**src/rtl/csr_rmw_sequencer_if.sv**
```systemverilog
// Handshake bundle between the Zicsr sequencer, the core pipeline and the CSR file.
// The master side is the sequencer; the slave side is the core plus the CSR file.
interface csr_rmw_sequencer_if #(
    parameter int XLEN = 32
);
    logic            iStart;
    logic [31:0]     iInstrucao;
    logic [XLEN-1:0] iRs1Data;
    logic [11:0]     oCsrAddr;
    logic            oCsrRdReq;
    logic            iCsrRdValid;
    logic [XLEN-1:0] iCsrRdData;
    logic            oCsrWrEn;
    logic [XLEN-1:0] oCsrWrData;
    logic            iCsrWrAck;
    logic            oBusy;
    logic            oRdWe;
    logic [4:0]      oRdAddr;
    logic [XLEN-1:0] oRdData;
    logic            oDone;
    logic            oIllegal;

    modport master (
        input  iStart, iInstrucao, iRs1Data, iCsrRdValid, iCsrRdData, iCsrWrAck,
        output oCsrAddr, oCsrRdReq, oCsrWrEn, oCsrWrData, oBusy,
               oRdWe, oRdAddr, oRdData, oDone, oIllegal
    );

    modport slave (
        output iStart, iInstrucao, iRs1Data, iCsrRdValid, iCsrRdData, iCsrWrAck,
        input  oCsrAddr, oCsrRdReq, oCsrWrEn, oCsrWrData, oBusy,
               oRdWe, oRdAddr, oRdData, oDone, oIllegal
    );
endinterface

```
**src/rtl/csr_rmw_sequencer.sv**
```systemverilog
// Multicycle Zicsr read-modify-write sequencer: decodes CSRRW/S/C(I), runs the
// READ/WRITE handshakes against the CSR file and returns the old value for rd.
module csr_rmw_sequencer #(
    parameter int TIMEOUT = 16,
    parameter int XLEN    = 32
) (
    input logic                 iCLK,
    input logic                 iRST,
    csr_rmw_sequencer_if.master bus
);
    localparam int            CW   = $clog2(TIMEOUT + 1);
    localparam logic [CW-1:0] LAST = CW'(TIMEOUT - 1);

    typedef enum logic [1:0] {IDLE, READ, WRITE, RESP} state_t;

    // op encodes funct3[1:0]: 01 = RW, 10 = RS, 11 = RC
    function automatic logic [XLEN-1:0] modify(input logic [1:0]      op,
                                               input logic [XLEN-1:0] old,
                                               input logic [XLEN-1:0] operand);
        case (op)
            2'b01:   modify = operand;
            2'b10:   modify = old | operand;
            default: modify = old & ~operand;
        endcase
    endfunction

    state_t          state, state_nx;
    logic [11:0]     addr_q;
    logic [4:0]      rd_q;
    logic [1:0]      op_q;
    logic [XLEN-1:0] operand_q;
    logic [XLEN-1:0] old_q;
    logic            doread_q;
    logic            dowrite_q;
    logic            illegal_q;
    logic [CW-1:0]   cnt_q;

    logic [2:0]      dec_f3;
    logic [4:0]      dec_src;
    logic [4:0]      dec_rd;
    logic [11:0]     dec_addr;
    logic            dec_rw;
    logic            dec_doread;
    logic            dec_dowrite;
    logic            dec_illegal;
    logic [XLEN-1:0] dec_operand;
    logic            unused_opcode;

    assign dec_f3      = bus.iInstrucao[14:12];
    assign dec_src     = bus.iInstrucao[19:15];
    assign dec_rd      = bus.iInstrucao[11:7];
    assign dec_addr    = bus.iInstrucao[31:20];
    assign dec_rw      = (dec_f3[1:0] == 2'b01);
    assign dec_operand = dec_f3[2] ? XLEN'(dec_src) : bus.iRs1Data;
    // RS/RC suppress the write on the rs1 index being x0, never on its value
    assign dec_doread  = !(dec_rw && (dec_rd == 5'd0));
    assign dec_dowrite = dec_rw || (dec_src != 5'd0);
    assign dec_illegal = (dec_f3[1:0] == 2'b00) || (dec_dowrite && (dec_addr[11:10] == 2'b11));
    assign unused_opcode = &{1'b0, bus.iInstrucao[6:0]};

    always_ff @(posedge iCLK or posedge iRST) begin
        if (iRST) begin
            state     <= IDLE;
            addr_q    <= '0;
            rd_q      <= '0;
            op_q      <= '0;
            operand_q <= '0;
            old_q     <= '0;
            doread_q  <= 1'b0;
            dowrite_q <= 1'b0;
            illegal_q <= 1'b0;
            cnt_q     <= '0;
        end else begin
            state <= state_nx;
            case (state)
                IDLE: begin
                    if (bus.iStart) begin
                        addr_q    <= dec_addr;
                        rd_q      <= dec_rd;
                        op_q      <= dec_f3[1:0];
                        operand_q <= dec_operand;
                        old_q     <= '0;
                        doread_q  <= dec_doread;
                        dowrite_q <= dec_dowrite;
                        illegal_q <= dec_illegal;
                        cnt_q     <= '0;
                    end
                end
                READ: begin
                    if (bus.iCsrRdValid) begin
                        old_q <= bus.iCsrRdData;
                        cnt_q <= '0;
                    end else if (cnt_q == LAST) begin
                        illegal_q <= 1'b1;
                    end else begin
                        cnt_q <= cnt_q + 1'b1;
                    end
                end
                WRITE: begin
                    if (!bus.iCsrWrAck) begin
                        if (cnt_q == LAST) illegal_q <= 1'b1;
                        else               cnt_q     <= cnt_q + 1'b1;
                    end
                end
                default: ;
            endcase
        end
    end

    always_comb begin
        state_nx = state;
        case (state)
            IDLE: begin
                if (bus.iStart) begin
                    if (dec_illegal)      state_nx = RESP;
                    else if (dec_doread)  state_nx = READ;
                    else if (dec_dowrite) state_nx = WRITE;
                    else                  state_nx = RESP;
                end
            end
            READ: begin
                if (bus.iCsrRdValid)  state_nx = dowrite_q ? WRITE : RESP;
                else if (cnt_q == LAST) state_nx = RESP;
            end
            WRITE: begin
                if (bus.iCsrWrAck || (cnt_q == LAST)) state_nx = RESP;
            end
            RESP:    state_nx = IDLE;
            default: state_nx = IDLE;
        endcase
    end

    assign bus.oBusy      = (state != IDLE);
    assign bus.oCsrAddr   = addr_q;
    assign bus.oCsrRdReq  = (state == READ);
    assign bus.oCsrWrEn   = (state == WRITE);
    assign bus.oCsrWrData = (state == WRITE) ? modify(op_q, old_q, operand_q) : '0;
    assign bus.oDone      = (state == RESP);
    assign bus.oIllegal   = (state == RESP) && illegal_q;
    assign bus.oRdWe      = (state == RESP) && doread_q && !illegal_q;
    assign bus.oRdAddr    = rd_q;
    assign bus.oRdData    = old_q;
endmodule

```
**src/flat_wrapper.sv**
```systemverilog
// flat-port wrapper written by rule: the top's interface ports become plain ports
module csr_rmw_sequencer_flat 
#(
    parameter int TIMEOUT = 16,
    parameter int XLEN    = 32
)
  (iCLK, iRST, bus_iStart, bus_iInstrucao, bus_iRs1Data, bus_iCsrRdValid, bus_iCsrRdData, bus_iCsrWrAck, bus_oCsrAddr, bus_oCsrRdReq, bus_oCsrWrEn, bus_oCsrWrData, bus_oBusy, bus_oRdWe, bus_oRdAddr, bus_oRdData, bus_oDone, bus_oIllegal);
  csr_rmw_sequencer_if #(.XLEN(XLEN)) bus_i ();
  input logic iCLK;
  input logic iRST;
  input wire logic [$bits(bus_i.iStart)-1:0] bus_iStart;
  input wire logic [$bits(bus_i.iInstrucao)-1:0] bus_iInstrucao;
  input wire logic [$bits(bus_i.iRs1Data)-1:0] bus_iRs1Data;
  input wire logic [$bits(bus_i.iCsrRdValid)-1:0] bus_iCsrRdValid;
  input wire logic [$bits(bus_i.iCsrRdData)-1:0] bus_iCsrRdData;
  input wire logic [$bits(bus_i.iCsrWrAck)-1:0] bus_iCsrWrAck;
  output wire logic [$bits(bus_i.oCsrAddr)-1:0] bus_oCsrAddr;
  output wire logic [$bits(bus_i.oCsrRdReq)-1:0] bus_oCsrRdReq;
  output wire logic [$bits(bus_i.oCsrWrEn)-1:0] bus_oCsrWrEn;
  output wire logic [$bits(bus_i.oCsrWrData)-1:0] bus_oCsrWrData;
  output wire logic [$bits(bus_i.oBusy)-1:0] bus_oBusy;
  output wire logic [$bits(bus_i.oRdWe)-1:0] bus_oRdWe;
  output wire logic [$bits(bus_i.oRdAddr)-1:0] bus_oRdAddr;
  output wire logic [$bits(bus_i.oRdData)-1:0] bus_oRdData;
  output wire logic [$bits(bus_i.oDone)-1:0] bus_oDone;
  output wire logic [$bits(bus_i.oIllegal)-1:0] bus_oIllegal;
  assign bus_i.iStart = bus_iStart;
  assign bus_i.iInstrucao = bus_iInstrucao;
  assign bus_i.iRs1Data = bus_iRs1Data;
  assign bus_i.iCsrRdValid = bus_iCsrRdValid;
  assign bus_i.iCsrRdData = bus_iCsrRdData;
  assign bus_i.iCsrWrAck = bus_iCsrWrAck;
  assign bus_oCsrAddr = bus_i.oCsrAddr;
  assign bus_oCsrRdReq = bus_i.oCsrRdReq;
  assign bus_oCsrWrEn = bus_i.oCsrWrEn;
  assign bus_oCsrWrData = bus_i.oCsrWrData;
  assign bus_oBusy = bus_i.oBusy;
  assign bus_oRdWe = bus_i.oRdWe;
  assign bus_oRdAddr = bus_i.oRdAddr;
  assign bus_oRdData = bus_i.oRdData;
  assign bus_oDone = bus_i.oDone;
  assign bus_oIllegal = bus_i.oIllegal;
  csr_rmw_sequencer #(.TIMEOUT(TIMEOUT), .XLEN(XLEN)) u_core (.iCLK(iCLK), .iRST(iRST), .bus(bus_i));
endmodule
```
**config.mk**
```make
export PLATFORM = sky130hd
export DESIGN_NAME = csr_rmw_sequencer_flat
export DESIGN_NICKNAME = d
export VERILOG_FILES = /design/src/rtl/csr_rmw_sequencer_if.sv /design/src/rtl/csr_rmw_sequencer.sv /design/src/flat_wrapper.sv
export SDC_FILE = /design/constraint.sdc
export NUM_CORES = 1
export LEC_CHECK = 0
export ABC_AREA = 1
export BUFFER_PORTS_ARGS = -buffer_cell sky130_fd_sc_hd__buf_2
export CAP_MARGIN = 15
export CORE_UTILIZATION = 49
export DETAILED_ROUTE_END_ITERATION = 8
export PLACE_DENSITY = 0.8
export SKIP_LAST_GASP = 1
export SLEW_MARGIN = 20
export SYNTH_ARGS = -nofsm -noshare
export SYNTH_HDL_FRONTEND = slang
export SYNTH_SLANG_ARGS = --single-unit
```
**constraint.sdc**
```tcl
create_clock -name iCLK -period 3.3 [get_ports iCLK]
set_input_delay 0.33 -clock iCLK [delete_from_list [all_inputs] [get_ports iCLK]]
set_output_delay 0.33 -clock iCLK [all_outputs]
set_load 0.01 [all_outputs]
```
## Yosys cells after proc, flatten, opt, wreduce, memory -nomap -nowiden

Cells that the tools add are included.

| operators by class | value |
|---|---|
| add/sub/neg operators | 1 |
| reductions and logical operators | 22 |
| equal/unequal tests | 14 |
| bitwise gates (word level) | 3 |
| muxes and demuxes | 25 |

Operators by type and width:

| kind | count |
|---|---|
| 32-bit two-way mux | 4 |
| 32-bit case mux with 2 select lines | 2 |
| 32-bit bitwise AND | 1 |
| 32-bit NOT | 1 |
| 32-bit bitwise OR | 1 |
| 5-bit two-way mux | 4 |
| 5-bit case mux with 3 select lines | 1 |
| 2-bit two-way mux | 6 |
| 3-bit AND reduction | 3 |
| 2-bit equality test (second input constant) | 4 |
| 2-bit != test (second input constant) | 4 |
| 2-bit case mux with 4 select lines | 1 |
| 2-bit by 1-bit equality test with 1-bit output (second input constant) | 3 |
| 1-bit two-way mux | 6 |
| 5-bit by 1-bit adder with 5-bit output (second input constant) | 1 |
| 5-bit by 4-bit equality test with 1-bit output (second input constant) | 1 |
| 1-bit logical AND | 5 |
| 5-bit logical NOT | 1 |
| 5-bit nonzero test | 1 |
| 2-bit logical NOT | 2 |
| 4-bit AND reduction | 1 |
| 2-bit nonzero test | 2 |
| 1-bit logical OR | 3 |
| 3-bit by 2-bit != test with 1-bit output (second input constant) | 1 |
| 5 further kinds | 6 |

| storage, ports and cells | value |
|---|---|
| input bits | 101 |
| output and inout port bits | 87 |
| flip-flop bits (word level) | 93 |

## Longest topological paths before layout

| depth | value |
|---|---|
| depth in word-level cells | 7 |
| gate-level depth with buffers | 10 |

## Worst setup path before layout

No wires, ideal clock.

| timing path | value |
|---|---|
| path type | register -> output |
| start point | register u_core.state[0] |
| end point | output bus_oCsrWrData[0] |
| stages on the path, launching flop included | 7 |
| setup slack | 1,485 ps |
| arrival time | 1,485 ps |
| path buffers | 2 |
| cells stage by stage | dfrtp_1 -> inv_1 -> ha_1 -> buf_2 -> clkbuf_1 -> o211ai_1 -> a21oi_1 |

| on the way | value |
|---|---|
| cells in the longest elaborated chain, start to end | 2 |

RTL lines:

| item | line | text |
|---|---|---|
| start, declared | csr_rmw_sequencer.sv:27 | `state_t state, state_nx;` |
| start signal, assigned | csr_rmw_sequencer.sv:74 | `state <= state_nx;` |
| 2-bit equality test | -- |  |
| named net bus_oCsrWrEn | flat_wrapper.sv:19 | `output wire logic [$bits(bus_i.oCsrWrEn)-1:0] bus_oCsrWrEn;` |
| 32-bit two-way mux | csr_rmw_sequencer.sv:137 | `assign bus.oCsrWrData = (state == WRITE) ? modify(op_q, old_q, operand_q) : '0;` |
| end, declared | flat_wrapper.sv:20 | `output wire logic [$bits(bus_i.oCsrWrData)-1:0] bus_oCsrWrData;` |

The timed path passes the listed nets, and every way through them passes these cells.

## Worst setup path after layout

| timing path | value |
|---|---|
| start point | register u_core.state[0] |
| end point | output bus_oCsrWrData[27] |

| on the way | value |
|---|---|
| cells in the longest elaborated chain, start to end | 2 |

RTL lines:

| item | line |
|---|---|
| 2-bit equality test | csr_rmw_sequencer.sv:137 |
| 32-bit two-way mux | csr_rmw_sequencer.sv:137 |

No other way between the ends.

==> results.cfg <==
[run_status]
status = completed

[route]
drtIter0Drc = 312
drt_wl_total_um = 13940
num_vias = 4997
drc = 0
ant_nets = 0
routedWlPerCell_um = 14.94
dr.pass1.iters = 6
vias_per_cell = 5.356

[timing]
relSlewSlack_pct = 29.63
fin_skew_ps = 9.009
setup_viol = 0
fmax_ghz = 0.3684
rsz0062_at_grt = no
period_share_pct = 82.25
post-route-min-period_ps = 2714
setup_tns_ps = 0
finalHoldViolCount = 0
worstMarginPinSlew_ps = 1054
maxSlewViolCount = 0

[layout]
seq_area_sq_mm = 0.002327
drive_gt1_share_pct = 27.38
num-fill-cells = 897
areaGrowthSynthToFinish_pct = 22.95
multi_input_area_sq_mm = 0.002257
final_area_sq_mm = 0.006053
layoutNonFillerInstCount = 933
antenna_cells = 0
fin_nets = 905

[floorplan]
die-height_um = 102.2
dieArea_sq_mm = 0.01045
start_util_pct = 50.37
core_area_sq_mm = 0.009774
rows = 36
die_w_um = 102.2
ioPinCount = 188

[logic_synthesis]
syn-num-nets = 745
synth-edff-count = 0
yosys_warnings = 0
synth-seq-area-share_pct = 47.27
yosysMostFrequentCell = nand2_1
syn_area_sq_mm = 0.004923
netlist_instances = 635
synth_area_per_cell_sq_um = 7.753
synth_largest_area_cell = dfrtp_1
synthArstFlopShare_pct = 100.0
synth_cell_types = 30
synth_flop_cell = dfrtp_1
netlist_top_cells_area = dfrtp_1 47%, nand2_1 18%, o21ai_0 6.1%
yosys_register_bits = 93
synth_top_area_share_pct = 47.27
yosys-top-cells-count = 234 x nand2_1, 93 x dfrtp_1, 60 x o21ai_0

[grt]
grt-ovfl-total = 0
antenna_found_initial = 1
grt_pass1_vias = 4717
grt_max_degree = 57
grt_pass1_wl_um = 22240
grt_usage_pct = 27.52

[clocking]
root_buffer = clkbuf_8
cts_setup_buffers = 0
htreeDepth = 3
cts.sinks = 93
hold_buffers = 0
cts_buffer_depth = 2
clk_latency_ps = 360
cts_tree = built
cts_resized = 0
clk_pin_slew_ps = 90
cts_buffers = 9

[power_and_ir_drop]
design_power_total_w = 0.005339
p_per_area_mw_per_mm2 = 882.0
peakVddDrop_uv = 442.2
leakage_nw = 3.303

[critical_path]
critPathLaunchType = register
rr_worst_depth = 8
cp.required_ps = 2970
end_kind = output port
rrSetupSlack_ps = 870
critPathArrivalTime_ps = 2380
critPathMaxFanout = 19
crit_type = reg -> out

[job]
maxCapViolations = 0

[placement]
place_area_sq_mm = 0.005847
port_buffers = 180
place.gp.congestion = 0.8355
dpl.hpwl_um = 9685
dp.cells = 917

[hold_path]
worstHoldPathType = in -> async
per-layer routing:
layer	part of all wire (%)	GRT usage, %	vias to the layer above
met3	7.7	7.045	37
met5	0.079	0	-
li1	-	-	2403
met2	49	45.22	242
met1	41	34.44	2313
met4	2.3	11.76	2
metrics by stage:
stage                     util [%]  hold WS (ps)  setup slack (ps)
after detailed placement     59.82         462.0             923.9
after floorplan                  -         439.6             549.7
after global placement       59.82         457.3             974.1
after global routing         61.93         119.5             445.0
final                        61.93         67.37             585.7
after CTS                    61.93         91.38             603.8
where the power goes:
group / switching [W] / total (W) / internal, W
clock: 0.000396 / 0.000820 / 0.000424
combinational: 0.00175 / 0.00264 / 0.000888
sequential: 0.000344 / 0.00188 / 0.00154
total: 0.00249 / 0.00534 / 0.00285
cells by family (layout without fill, tap and decap cells):
| kind of cell | Yosys count | count (layout) | synth area share, % |
|---|---|---|---|
| flops | 93 | 93 | 47.27 |
| fa+ha+maj | 9 | 9 | 2.287 |
| compound gates | 152 | 152 | 17.36 |
| xor+xnor | 2 | 2 | 0.3558 |
| buf+inv | 72 | 237 | 6.989 |
| simple gates | 307 | 307 | 25.74 |
critical path, stage by stage, from the launching register on:
cell,delay (ps)
dfrtp_1,440
inv_1,120
ha_1,610
buf_4,380
o211ai_1,120
a21oi_1,180
buf_2,160
final cells by class:
cell class	instances	area share [%]
tap	133	2.749
clock buffer	11	2.170
multi-input combinational	470	37.29
timing repair buffer	189	16.00
inverter	32	2.108
clock inverter	5	1.240
sequential	93	38.45
path summary, 6_finish.rpt:
path                                         start                      end
max                                u_core.state[0]       bus_oCsrWrData[27]
min reg2reg                u_core.bus.oCsrAddr[10]  u_core.bus.oCsrAddr[10]
max reg2reg                        u_core.state[1]    u_core.bus.oRdData[5]
min                                           iRST    u_core.bus.oRdAddr[3]
max in group asynchronous                     iRST   u_core.bus.oRdData[28]
min in group iCLK               bus_iInstrucao[26]   u_core.bus.oCsrAddr[6]
state kept, by name, summed over array words and instances, names as in the netlist:
signal and flops:
u_core.bus.oRdData 32, u_core.op_q 2, u_core.operand_q 32, u_core.state 2
u_core.bus.oCsrAddr 12, u_core.cnt_q 5, u_core.doread_q 1, u_core.bus.oRdAddr 5
u_core.dowrite_q 1, u_core.illegal_q 1
cells in the final DEF (no fill, tap or decap), drive strengths merged:
cell type	n
a211oi	1
nor3	2
clkinv	4
buf	189
nor2	26
inv	31
ha	9
xor2	1
o21ai	75
a21oi	44
o21bai	1
nand3	38
nand4	1
nand2	239
bufinv	2
xnor2	1
or2	1
o211ai	31
clkbuf	11
dfrtp	93
Power figures use the tool's default switching activity.
